File: src/rtl/multicycle_controller.sv
// Control FSM for the multicycle RV32I core. It sequences one instruction at a time over the
// shared memory port and the single ALU, and waits on mem_ready when MEM_WAIT_EN is set.
module multicycle_controller #(
    parameter int unsigned CNT_W       = 32,
    parameter bit          MEM_WAIT_EN = 1'b1
) (
    input  logic             clk,
    input  logic             rst,
    input  logic [6:0]       op,
    input  logic [2:0]       func3,
    input  logic [6:0]       func7,
    input  logic             Zero,
    input  logic             lt,
    input  logic             ltu,
    input  logic             mem_ready,
    output logic             AdrSrc,
    output logic             MemRead,
    output logic             MemWrite,
    output logic             IRWrite,
    output logic             PCWrite,
    output logic             RegWrite,
    output logic [1:0]       ResultSrc,
    output logic [1:0]       ALUSrcA,
    output logic [1:0]       ALUSrcB,
    output logic [2:0]       ImmSrc,
    output logic [2:0]       ALUControl,
    output logic             done,
    output logic             trap,
    output logic [CNT_W-1:0] instret,
    output logic [4:0]       state
);

    typedef enum logic [4:0] {
        StFetch   = 5'd0,  StDecode  = 5'd1,  StMemAdr  = 5'd2,  StMemRd = 5'd3,
        StMemWb   = 5'd4,  StMemWr   = 5'd5,  StExecR   = 5'd6,  StExecI = 5'd7,
        StAluWb   = 5'd8,  StBranch  = 5'd9,  StJalAdr  = 5'd10, StJalrAdr = 5'd11,
        StLink    = 5'd12, StJump    = 5'd13, StLui     = 5'd14, StAuipc = 5'd15,
        StHalt    = 5'd16, StTrap    = 5'd17
    } state_e;

    localparam logic [6:0] OpLoad   = 7'b0000011;
    localparam logic [6:0] OpStore  = 7'b0100011;
    localparam logic [6:0] OpR      = 7'b0110011;
    localparam logic [6:0] OpI      = 7'b0010011;
    localparam logic [6:0] OpBranch = 7'b1100011;
    localparam logic [6:0] OpJal    = 7'b1101111;
    localparam logic [6:0] OpJalr   = 7'b1100111;
    localparam logic [6:0] OpLui    = 7'b0110111;
    localparam logic [6:0] OpAuipc  = 7'b0010111;
    localparam logic [6:0] OpSystem = 7'b1110011;

    localparam logic [2:0] AluAdd  = 3'b000;
    localparam logic [2:0] AluSub  = 3'b001;
    localparam logic [2:0] AluAnd  = 3'b010;
    localparam logic [2:0] AluOr   = 3'b011;
    localparam logic [2:0] AluPass = 3'b100;
    localparam logic [2:0] AluSlt  = 3'b101;
    localparam logic [2:0] AluSltu = 3'b110;
    localparam logic [2:0] AluXor  = 3'b111;

    state_e           state_q, state_d;
    logic [CNT_W-1:0] instret_q;
    logic             ready, taken, shift, r_bad;
    logic [2:0]       alu_funct;

    assign ready = MEM_WAIT_EN ? mem_ready : 1'b1;
    assign shift = (func3 == 3'b001) || (func3 == 3'b101);
    // Shift encodings and unknown funct7 values decode as illegal.
    assign r_bad = shift || ((func7 != 7'b0000000) && (func7 != 7'b0100000)) ||
                   ((func7 == 7'b0100000) && (func3 != 3'b000));

    always_comb begin
        case (func3)
            3'b000:  taken = Zero;
            3'b001:  taken = ~Zero;
            3'b100:  taken = lt;
            3'b101:  taken = ~lt;
            3'b110:  taken = ltu;
            3'b111:  taken = ~ltu;
            default: taken = 1'b0;
        endcase
    end

    always_comb begin
        case (func3)
            3'b000:  alu_funct = (op == OpR && func7 == 7'b0100000) ? AluSub : AluAdd;
            3'b111:  alu_funct = AluAnd;
            3'b110:  alu_funct = AluOr;
            3'b100:  alu_funct = AluXor;
            3'b010:  alu_funct = AluSlt;
            3'b011:  alu_funct = AluSltu;
            default: alu_funct = AluAdd;
        endcase
    end

    always_comb begin
        state_d = state_q;
        unique case (state_q)
            StFetch:   if (ready) state_d = StDecode;
            StDecode: begin
                case (op)
                    OpLoad, OpStore: state_d = StMemAdr;
                    OpR:      state_d = r_bad ? StTrap : StExecR;
                    OpI:      state_d = shift ? StTrap : StExecI;
                    OpBranch: state_d = (func3[2:1] == 2'b01) ? StTrap : StBranch;
                    OpJal:    state_d = StJalAdr;
                    OpJalr:   state_d = StJalrAdr;
                    OpLui:    state_d = StLui;
                    OpAuipc:  state_d = StAuipc;
                    OpSystem: state_d = StHalt;
                    default:  state_d = StTrap;
                endcase
            end
            StMemAdr:  state_d = (op == OpStore) ? StMemWr : StMemRd;
            StMemRd:   if (ready) state_d = StMemWb;
            StMemWr:   if (ready) state_d = StFetch;
            StMemWb, StAluWb, StBranch, StJump: state_d = StFetch;
            StExecR, StExecI, StLui, StAuipc:   state_d = StAluWb;
            StJalAdr, StJalrAdr:                state_d = StLink;
            StLink:    state_d = StJump;
            StHalt:    state_d = StHalt;
            StTrap:    state_d = StTrap;
            default:   state_d = StTrap;
        endcase
    end

    always_ff @(posedge clk or posedge rst) begin
        if (rst) begin
            state_q   <= StFetch;
            instret_q <= '0;
        end else begin
            state_q <= state_d;
            if (state_d == StFetch && state_q != StFetch) begin
                instret_q <= instret_q + CNT_W'(1);
            end
        end
    end

    assign instret = instret_q;
    assign state   = state_q;

    always_comb begin
        AdrSrc     = 1'b0;
        MemRead    = 1'b0;
        MemWrite   = 1'b0;
        IRWrite    = 1'b0;
        PCWrite    = 1'b0;
        RegWrite   = 1'b0;
        ResultSrc  = 2'b00;
        ALUSrcA    = 2'b00;
        ALUSrcB    = 2'b00;
        ImmSrc     = 3'b000;
        ALUControl = AluAdd;
        done       = 1'b0;
        trap       = 1'b0;
        unique case (state_q)
            StFetch: begin
                MemRead   = 1'b1;
                ALUSrcB   = 2'b10;
                ResultSrc = 2'b10;
                IRWrite   = ready;
                PCWrite   = ready;
            end
            StDecode: begin
                ALUSrcA = 2'b01;
                ALUSrcB = 2'b01;
                ImmSrc  = 3'b010;
            end
            StMemAdr: begin
                ALUSrcA = 2'b10;
                ALUSrcB = 2'b01;
                ImmSrc  = (op == OpStore) ? 3'b001 : 3'b000;
            end
            StMemRd: begin
                MemRead = 1'b1;
                AdrSrc  = 1'b1;
            end
            StMemWb: begin
                ResultSrc = 2'b01;
                RegWrite  = 1'b1;
            end
            StMemWr: begin
                MemWrite = 1'b1;
                AdrSrc   = 1'b1;
            end
            StExecR: begin
                ALUSrcA    = 2'b10;
                ALUControl = alu_funct;
            end
            StExecI: begin
                ALUSrcA    = 2'b10;
                ALUSrcB    = 2'b01;
                ALUControl = alu_funct;
            end
            StAluWb:  RegWrite = 1'b1;
            StBranch: begin
                ALUSrcA    = 2'b10;
                ALUControl = AluSub;
                PCWrite    = taken;
            end
            StJalAdr: begin
                ALUSrcA = 2'b01;
                ALUSrcB = 2'b01;
                ImmSrc  = 3'b011;
            end
            StJalrAdr: begin
                ALUSrcA = 2'b10;
                ALUSrcB = 2'b01;
            end
            StLink: begin
                ALUSrcA   = 2'b01;
                ALUSrcB   = 2'b10;
                ResultSrc = 2'b10;
                RegWrite  = 1'b1;
            end
            StJump:  PCWrite = 1'b1;
            StLui: begin
                ALUSrcB    = 2'b01;
                ImmSrc     = 3'b100;
                ALUControl = AluPass;
            end
            StAuipc: begin
                ALUSrcA = 2'b01;
                ALUSrcB = 2'b01;
                ImmSrc  = 3'b100;
            end
            StHalt:  done = 1'b1;
            StTrap:  trap = 1'b1;
            default: trap = 1'b1;
        endcase
    end

endmodule

File: config.mk
export PLATFORM = sky130hd
export DESIGN_NAME = multicycle_controller
export DESIGN_NICKNAME = d
export VERILOG_FILES = /design/src/rtl/multicycle_controller.sv
export SDC_FILE = /design/constraint.sdc
export NUM_CORES = 1
export LEC_CHECK = 0
export ABC_CLOCK_PERIOD_IN_PS = 3100
export BUFFER_PORTS_ARGS = -buffer_cell sky130_fd_sc_hd__buf_2
export CAP_MARGIN = 20
export CORE_MARGIN = 1.5
export CORE_UTILIZATION = 45
export CTS_BUF_LIST = sky130_fd_sc_hd__clkbuf_4 sky130_fd_sc_hd__clkbuf_8
export CTS_CLUSTER_DIAMETER = 40
export DETAILED_ROUTE_END_ITERATION = 7
export HOLD_SLACK_MARGIN = 0.02
export PLACE_DENSITY = 0.71
export SLEW_MARGIN = 25
export SYNTH_ARGS = -nofsm -noshare
export SYNTH_HDL_FRONTEND = slang
export SYNTH_SLANG_ARGS = --single-unit
File: constraint.sdc
create_clock -name clk -period 3.1 [get_ports clk]
set_clock_uncertainty 0.1 [all_clocks]
set_input_delay 0.31 -clock clk [delete_from_list [all_inputs] [get_ports clk]]
set_output_delay 0.31 -clock clk [all_outputs]
set_load 0.005 [all_outputs]
# ---- Word-level counts from Yosys, hierarchy flattened
# Cells that the tools add are included.
dict set report classes {
  n_addsub 1
  eq_ne 36
  muxes 26
  n_bitwise 3
  reduce_logical 27
}
# operator n
set op_table {}
lappend op_table {{5-bit case mux with 10 select lines} 1}
lappend op_table {{5-bit case mux with 9 select lines} 1}
lappend op_table {{5-bit by 4-bit equality test with 1-bit output (second input constant)} 8}
lappend op_table {{32-bit by 1-bit adder with 32-bit output (second input constant)} 1}
lappend op_table {{5-bit 2-to-1 mux} 6}
lappend op_table {{7-bit by 6-bit equality test with 1-bit output (second input constant)} 4}
lappend op_table {{7-bit equality test (second input constant)} 4}
lappend op_table {{5-bit by 3-bit equality test with 1-bit output (second input constant)} 4}
lappend op_table {{3-bit case mux with 6 select lines} 1}
lappend op_table {{17-bit OR reduction} 1}
lappend op_table {{7-bit by 5-bit equality test with 1-bit output (second input constant)} 2}
lappend op_table {{2-bit OR reduction} 7}
lappend op_table {{3-bit equality test (second input constant)} 4}
lappend op_table {{2-bit case mux with 2 select lines} 3}
lappend op_table {{3-bit case mux with 4 select lines} 1}
lappend op_table {{4-bit OR reduction} 3}
lappend op_table {{5-bit by 2-bit equality test with 1-bit output (second input constant)} 2}
lappend op_table {{5-bit logical NOT} 2}
lappend op_table {{1-bit 2-to-1 mux} 9}
lappend op_table {{3-bit case mux with 3 select lines} 1}
lappend op_table {{7-bit by 2-bit equality test with 1-bit output (second input constant)} 1}
lappend op_table {{7-bit by 6-bit inequality test with 1-bit output (second input constant)} 1}
lappend op_table {{7-bit nonzero test} 1}
lappend op_table {{7-bit OR reduction} 1}
lappend op_table {{16 further kinds} 24}
dict set report totals {
  regBits 37
  inputBits 23
  output_inout_bits 57
  word_cells 95
}

# ---- Logic depth before layout (Yosys ltp)
# Gate-level depths: netlist of run 1.
dict set report depth {
  ltp_word 9
  mapped_depth 9
}

# ---- Worst setup path before layout of run 1
# No wires, ideal clock.
dict set report synth_timing {
  kind {register to register}
  start {register state_q[3], in the netlist state[3]}
  end {register instret_q[1], in the netlist instret[1]}
  setup_ps 125
  t_arrival_ps 1934
  required_time_ps 2875
  path_slack_ps 942
  stages_incl_launch_ff 9
  n_path_buf 2
  synth_period_minus_slack_ps 2158
  cell_sequence {dfrtp_1 clkbuf_1 inv_1 nor2_1 a2111oi_4 nand2_1 buf_6 nor3_2 mux2_2}
}
dict set report synth_via {
  elab_chain_cells 5
  elab_cells_between_ends 27
  cone_classes {eq/ne (16); mux (4); reduce/logical (7)}
}
# element line_no
set synth_rtl {}
lappend synth_rtl {{from (decl)} 61} ;# state_e state_q, state_d;
lappend synth_rtl {{from (signal assigned)} 129} ;# state_q <= StFetch;
lappend synth_rtl {{from (signal assigned)} 132} ;# state_q <= state_d;
lappend synth_rtl {{5-bit by 4-bit equality test with 1-bit output or 5-bit by 3-bit equality test with 1-bit output (tied branches)} 98} ;# unique case (state_q)
lappend synth_rtl {{4-bit OR reduction or 2-bit OR reduction (tied branches)} 98}
lappend synth_rtl {{5-bit case mux with 10 select lines} 98}
lappend synth_rtl {{5-bit logical NOT} 133} ;# if (state_d == StFetch && state_q != StFetch) begin
lappend synth_rtl {{1-bit logical AND *} 133}
lappend synth_rtl {{to (signal assigned)} 134} ;# instret_q <= instret_q + CNT_W'(1);
lappend synth_rtl {{to (decl)} 62} ;# logic [CNT_W-1:0] instret_q;
# Mark *: on every way between the ends. The rest lies on a longest branch, timed or not.
# A chain may end at the register's enable or synchronous reset.

# ---- Worst setup path in the final report of run 1
dict set report layout_timing {
  start {register state_q[2], in the netlist state[2]}
  end {register instret_q[1], in the netlist instret[1]}
}
# The elaborated chain is that of the path after synthesis.

==> results of run 1 <==
[placed cells by master, fill, tap and decap left out, types with 4 or more instances in the layout]
cell and n:
clkbuf_8 6, buf_2 79, o21bai_1 4, nor3_1 11
and2_1 4, buf_4 10, inv_1 5, dfrtp_1 37
nand3_1 16, a21oi_1 9, o21ai_0 6, nor2_1 18
nor4_2 27, nand2_1 21, nor2b_1 4, nand4_1 9
xor2_1 34, and4_1 4, and3_1 7, a211oi_1 4
[cell families (layout without fill, tap and decap cells)]
| kind of cell | after synthesis | in the layout | synth area share |
|---|---|---|---|
| muxes | 6 | 6 | 0.0214 |
| DFF | 37 | 37 | 0.310 |
| xor gates and xnor gates | 35 | 35 | 0.103 |
| AOI/OAI and AO/OA | 43 | 43 | 0.118 |
| buffers and inverters | 32 | 103 | 0.0733 |
| and+or+nand+nor | 153 | 153 | 0.371 |
| adders and majority gates | 1 | 1 | 0.00419 |
[cells in the mapped netlist (2+ instances only)]
| cell type | number |
|---|---|
| dfrtp_1 | 37 |
| xor2_1 | 34 |
| nor4_2 | 27 |
| nand2_1 | 21 |
| nor2_1 | 18 |
| nand3_1 | 16 |
| nor3_1 | 11 |
| a21oi_1 | 9 |
| clkbuf_1 | 9 |
| nand4_1 | 9 |
| and3_1 | 7 |
| buf_6 | 7 |
| buf_4 | 6 |
| o21ai_0 | 6 |
| inv_1 | 5 |
| nor2b_1 | 5 |
| a211oi_1 | 4 |
| and2_1 | 4 |
| and4_1 | 4 |
| o21bai_1 | 4 |
| mux2_2 | 3 |
| mux2i_1 | 3 |
| nand2b_1 | 3 |
| nand3b_1 | 3 |
| nor4_1 | 3 |
| nor4_4 | 3 |
| a31o_2 | 2 |
| and3_2 | 2 |
| nand4bb_1 | 2 |
| nor3b_1 | 2 |
| o211a_1 | 2 |
| o21ai_1 | 2 |
| or2_2 | 2 |
[cell type report]
cell class / instances / area (sq um)
clock buffers: 6 / 82.6
multi-input cells: 238 / 1850
flip-flops and latches: 37 / 926
repair buffers: 90 / 490
clock inverters: 2 / 37.5
inverters: 5 / 18.8
fillers: 616 / 2880
well taps: 77 / 96.3
[where the power goes]
part / internal (mW) / switching, mW / total, mW
clock network: 0.262 / 0.177 / 0.439
registers: 0.523 / 0.0599 / 0.582
logic: 0.160 / 0.202 / 0.361
total: 0.944 / 0.439 / 1.38
[sequential cells by signal (all words and copies together) (netlist names)]
signal / count
instret: 32
state: 5
[metrics by stage]
| stage | worst slack (ns) | utilization | power, mW | instances | cell area, sq um |
|---|---|---|---|---|---|
| after floorplan | 0.942 | - | 0.825 | 307 | 2990 |
| after global placement | 0.590 | 0.530 | 0.945 | 447 | 3380 |
| after detailed placement | 0.486 | 0.530 | 0.953 | 447 | 3380 |
| after CTS | 0.474 | 0.548 | 1.39 | 455 | 3500 |
| after global routing | 0.303 | 0.548 | 1.45 | 455 | 3500 |
| final | 0.458 | 0.548 | 1.38 | 455 | 3500 |
[worst paths after layout]
path | from | end | depth (start not counted)
hold reg to reg | instret[31]$_DFFE_PP0P_ | instret[31]$_DFFE_PP0P_ | 1
setup reg to reg | state[2]$_DFF_PP0_ | instret[1]$_DFFE_PP0P_ | 7
hold / removal | rst | instret[6]$_DFFE_PP0P_ | 3
max in group asynchronous | rst | instret[23]$_DFFE_PP0P_ | 3
setup / recovery | state[2]$_DFF_PP0_ | instret[1]$_DFFE_PP0P_ | 7
min in group clk | mem_ready | state[1]$_DFF_PP0_ | 3
[layer usage]
metal | GRT usage | vias up | wire, microns | share of wire
met4 | 0.0660 | 0 | 111 | 0.016
met3 | 0.0275 | 10 | 277 | 0.041
li1 | - | 1267 | - | -
met2 | 0.328 | 71 | 3400 | 0.51
met5 | 0 | - | 0 | 0
met1 | 0.253 | 1297 | 2940 | 0.44
[tightest hold or removal path, stage by stage]
cell and delay [ns]:
buf_2 0.10, inv_1 0.04, buf_4 0.40
==> reports/results.tsv, run 1 <==
stage	metric	value	unit
run_status	status	completed	
layout	share of layout cells above drive strength 1	0.392	
placed_design	Final Wtd Congestion	0.814	
floorplan	row count	29	
routing	initial DRC count	81	
critical_path	Critical Path AT	2.71	ns
sta	WHS	0.0161	ns
worst_hold_path	HP Class	input pin to async pin	
routing	Pre-Repair DR Iteration Count	4	
sta	FMAX	0.378	GHz
critical_path	FF-to-FF setup slack	0.46	ns
yosys	Ys Warns	0	
routing	via count	2645	
cts	PostCTS Resize Cnt	0	
routing	vias per inst	5.81	
pwr	LEAKAGE	1.67	nW
yosys	top cell type's share of synthesized area	0.310	
yosys	Post-synth EDFFs	0	
critical_path	Worst path slowest cell	dfrtp_1	
yosys	ys flop type	dfrtp_1	
placed_design	IO Port Bufs	79	
yosys	synth top area cells	dfrtp_1 31%, nor4_2 11%, xor2_1 10%, nand3_1 2.7%, buf_6 2.6%	
global_routing	first-pass GRT wire length	11.6	mm
yosys	Net Count, Synth	331	
floorplan	Core ar.	6390	sq um
cts	CTS max path bufs	2	
cts	Num CTS Buffers	5	
yosys	largest area contributor in the netlist	dfrtp_1	
sta	setup_tns	0	ns
global_routing	largest net degree at the start of global routing	38	
cts	Post-CTS Setup Bufs	0	
critical_path	critical path's top delay family	flip-flops	
layout	antenna cells	0	
global_routing	initial antenna violation count	0	
yosys	fraction of registers with async set/reset	1.00	
floorplan	die area	7140	sq um
sta	worst-margin pin slew	0.640	ns
routing	WL/cell	14.8	microns
yosys	Synth Register Bits	37	
yosys	Mapped Area	2990	sq um
critical_path	WS Path Type	flip-flop to flip-flop	
sta	Final min period	2.64	ns
sta	unrepaired setup endpoints after global routing	false	
critical_path	worst path bufs/invs	1	
critical_path	Crit. End Element	flip-flop	
placed_design	dpl hpwl	4.90	mm
cts	root buffer cell	clkbuf_8	
cts	Sink Count	37	
cts	hold_buf cts	0	
sta	Relative slew margins	0.570	
critical_path	critical path peak fanout	30	
global_routing	GRT overflow	0	
critical_path	max incr delay on CP	0.68	ns
floorplan	Starting Density	0.468	
routing	drt total wl	6.74	mm
floorplan	Die H	84.5	microns
sta	Max Slew Vio Count	0	
cts	Max H-tree Level	2	
cts	CTS tree	yes	
yosys	Cell variety after synth	65	
global_routing	All-Layer GR Usage	0.193	
routing	Residual DRC	0	
global_routing	number of global-route vias before repair	2521	
sta	final setup violation count	0	
yosys	Mean Syn Cell Area	9.73	sq um
critical_path	Crit path required time	3.17	ns
critical_path	CP Launch Type	flip-flop	
floorplan	Die Width	84.5	microns
pwr	PwrDens	395	nW/um^2
critical_path	critical-path cell list	nor2_2 -> o21bai_1 -> a2111oi_4 -> nand2_1 -> buf_4 -> nor3_2 -> mux2_2	
routing	ANT nets after route	0	
cts	clock transition at the registers of the reported paths	0.08	ns
flow_run	Max-Cap Viols	0	
floorplan	Ports	80	
yosys	Seq/Total Area, Yosys	0.310	
cts	Skew-Pair Late Insertion Delay	0.29	ns
pwr	VDD IR max	0.349	mV
sta	Hold Fails Final Rpt	0	
yosys	cell count after synthesis	307	
layout	area grow syn2layout	17.2	%
sta	fin crit share	0.852	
layout	# nets final	401	
Power figures use the tool's default switching activity.
==> run 2, diff against run 1 <==
CORE_UTILIZATION = 59   (was 45)
PLACE_DENSITY = 0.89   (was 0.71)
==> run 2 against run 1 <==
  * Sequential cell count stayed put
  * Critical path depth decreased by 3
  * Largest cell class unchanged
  * Largest power group unchanged
  * Clock-buffer cell count stayed put
==> reports/results.tsv, run 2 (synthesized netlist as in run 1, its figures left out) <==
stage	metric	value	unit
sta	Max Slew Vio Count	0	
cts	Skew-Pair Late Insertion Delay	0.29	ns
placed_design	dpl hpwl	5.18	mm
layout	most common cell after layout, fill and taps aside	buf_2	
pwr	VDD IR max	0.229	mV
floorplan	Core ar.	4790	sq um
cts	Post-CTS Setup Bufs	0	
floorplan	Die Width	74.2	microns
pwr	PwrDens	372	nW/um^2
sta	Final min period	2.51	ns
critical_path	Critical Path AT	2.10	ns
routing	vias per inst	6.00	
cts	hold_buf cts	0	
layout	most frequent cells in the layout	79 x buf_2, 37 x dfrtp_1, 34 x xor2_1	
pwr	Clk pwr share	0.267	
global_routing	All-Layer GR Usage	0.255	
layout	area grow syn2layout	16.0	%
pwr	LEAKAGE	1.66	nW
critical_path	Crit. End Element	output port	
critical_path	critical-path cell list	buf_4 -> or2_2 -> a2111oi_0 -> buf_2	
floorplan	row count	25	
global_routing	first-pass GRT wire length	11.0	mm
routing	drt total wl	6.92	mm
cts	Num CTS Buffers	5	
sta	WHS	0.0225	ns
sta	unrepaired setup endpoints after global routing	false	
pwr	Internal	858	uW
floorplan	Die H	74.2	microns
layout	max FFs per register	32	
sta	setup_tns	0	ns
routing	ANT nets after route	0	
sta	fin crit share	0.810	
global_routing	initial antenna violation count	0	
routing	Residual DRC	0	
sta	FMAX	0.398	GHz
layout	share of layout cells above drive strength 1	0.392	
cts	Sink Count	37	
routing	WL/cell	15.6	microns
pwr	switch share	0.335	
floorplan	Ports	80	
sta	Hold Fails Final Rpt	0	
run_status	status	completed	
layout	Filler Cells Inserted	350	
layout	# nets final	402	
worst_hold_path	HP Class	input pin to async pin	
sta	Relative slew margins	0.618	
global_routing	largest net degree at the start of global routing	38	
routing	via count	2672	
critical_path	max incr delay on CP	0.54	ns
pwr	P_sw	433	uW
critical_path	WS Path Type	flip-flop to output port	
layout	antenna cells	0	
pwr	sequential share of power	0.453	
routing	initial DRC count	200	
cts	CTS max path bufs	2	
global_routing	GRT overflow	0	
pwr	logic gate share of total power	0.280	
layout	FF+latch area	926	sq um
sta	final setup violation count	0	
floorplan	Starting Density	0.624	
cts	PostCTS Resize Cnt	0	
floorplan	die area	5500	sq um
layout	area occupied by multi-input gates	1850	sq um
placed_design	Final Wtd Congestion	0.930	
placed_design	IO Port Bufs	79	
critical_path	CP Launch Type	flip-flop	
sta	worst-margin pin slew	0.558	ns
critical_path	Crit path required time	2.69	ns
flow_run	Max-Cap Viols	0	
cts	clock transition at the registers of the reported paths	0.07	ns
critical_path	Worst path slowest cell	a2111oi_0	
cts	CTS tree	yes	
routing	Pre-Repair DR Iteration Count	4	
cts	root buffer cell	clkbuf_8	
global_routing	number of global-route vias before repair	2384	
cts	Max H-tree Level	2	
critical_path	critical path peak fanout	18	
run 2: critical path: cells and delay by family (launching register included):
| family | cells | cell delay (ns) |
|---|---|---|
| AOI/OAI and AO/OA | 1 | 0.54 |
| DFF | 1 | 0.49 |
| buffers and inverters | 2 | 0.46 |
| and+or+nand+nor | 1 | 0.32 |
run 2: path summary, 6_finish.rpt:
| path | start | to | slack (ns) | depth (start not counted) |
|---|---|---|---|---|
| min reg2reg | instret[31]$_DFFE_PP0P_ | instret[31]$_DFFE_PP0P_ | 0.38 | 1 |
| max reg2reg | state[0]$_DFF_PP0_ | instret[1]$_DFFE_PP0P_ | 0.68 | 8 |
| max in group asynchronous | rst | instret[7]$_DFFE_PP0P_ | 2.56 | 3 |
| min | rst | instret[12]$_DFFE_PP0P_ | 0.02 | 3 |
| min in group clk | mem_ready | state[1]$_DFF_PP0_ | 0.34 | 3 |
| max | state[3]$_DFF_PP0_ | ALUSrcB[1] | 0.59 | 4 |
run 2: through the flow:
| stage | power (mW) | worst slack (ns) | utilization | std cells | cell area, sq um |
|---|---|---|---|---|---|
| final | 1.29 | 0.590 | 0.724 | 445 | 3470 |
| after global routing | 1.36 | 0.524 | 0.724 | 445 | 3470 |
| after CTS | 1.29 | 0.611 | 0.724 | 445 | 3470 |
| after detailed placement | 0.950 | 0.671 | 0.706 | 438 | 3380 |
| after global placement | 0.936 | 0.777 | 0.706 | 438 | 3380 |
| after floorplan | 0.825 | 0.942 | - | 307 | 2990 |
run 2: area by class of cell:
| class | instances | share of cell area |
|---|---|---|
| Inverter | 5 | 0.00541 |
| Tap cell | 67 | 0.0242 |
| Clock inverter | 1 | 0.00217 |
| Timing Repair Buffer | 91 | 0.144 |
| Multi-Input combinational cell | 238 | 0.534 |
| Clock buffer | 6 | 0.0238 |
| Sequential cell | 37 | 0.267 |
run 2: metal layers:
metal	vias up	track usage	wire length [microns]
met5	-	0	0
met4	0	0.0967	108
met3	14	0.0556	413
li1	1270	-	-
met1	1276	0.319	2880
met2	112	0.431	3520
run 2: power groups by stage:
stage | Sequential, mW | Clock, mW | Combinational (mW)
after floorplan | 0.576 | 0 | 0.249
after global placement | 0.586 | 0 | 0.351
after detailed placement | 0.590 | 0 | 0.359
after CTS | 0.581 | 0.346 | 0.362
after global routing | 0.591 | 0.362 | 0.401
final | 0.584 | 0.345 | 0.362
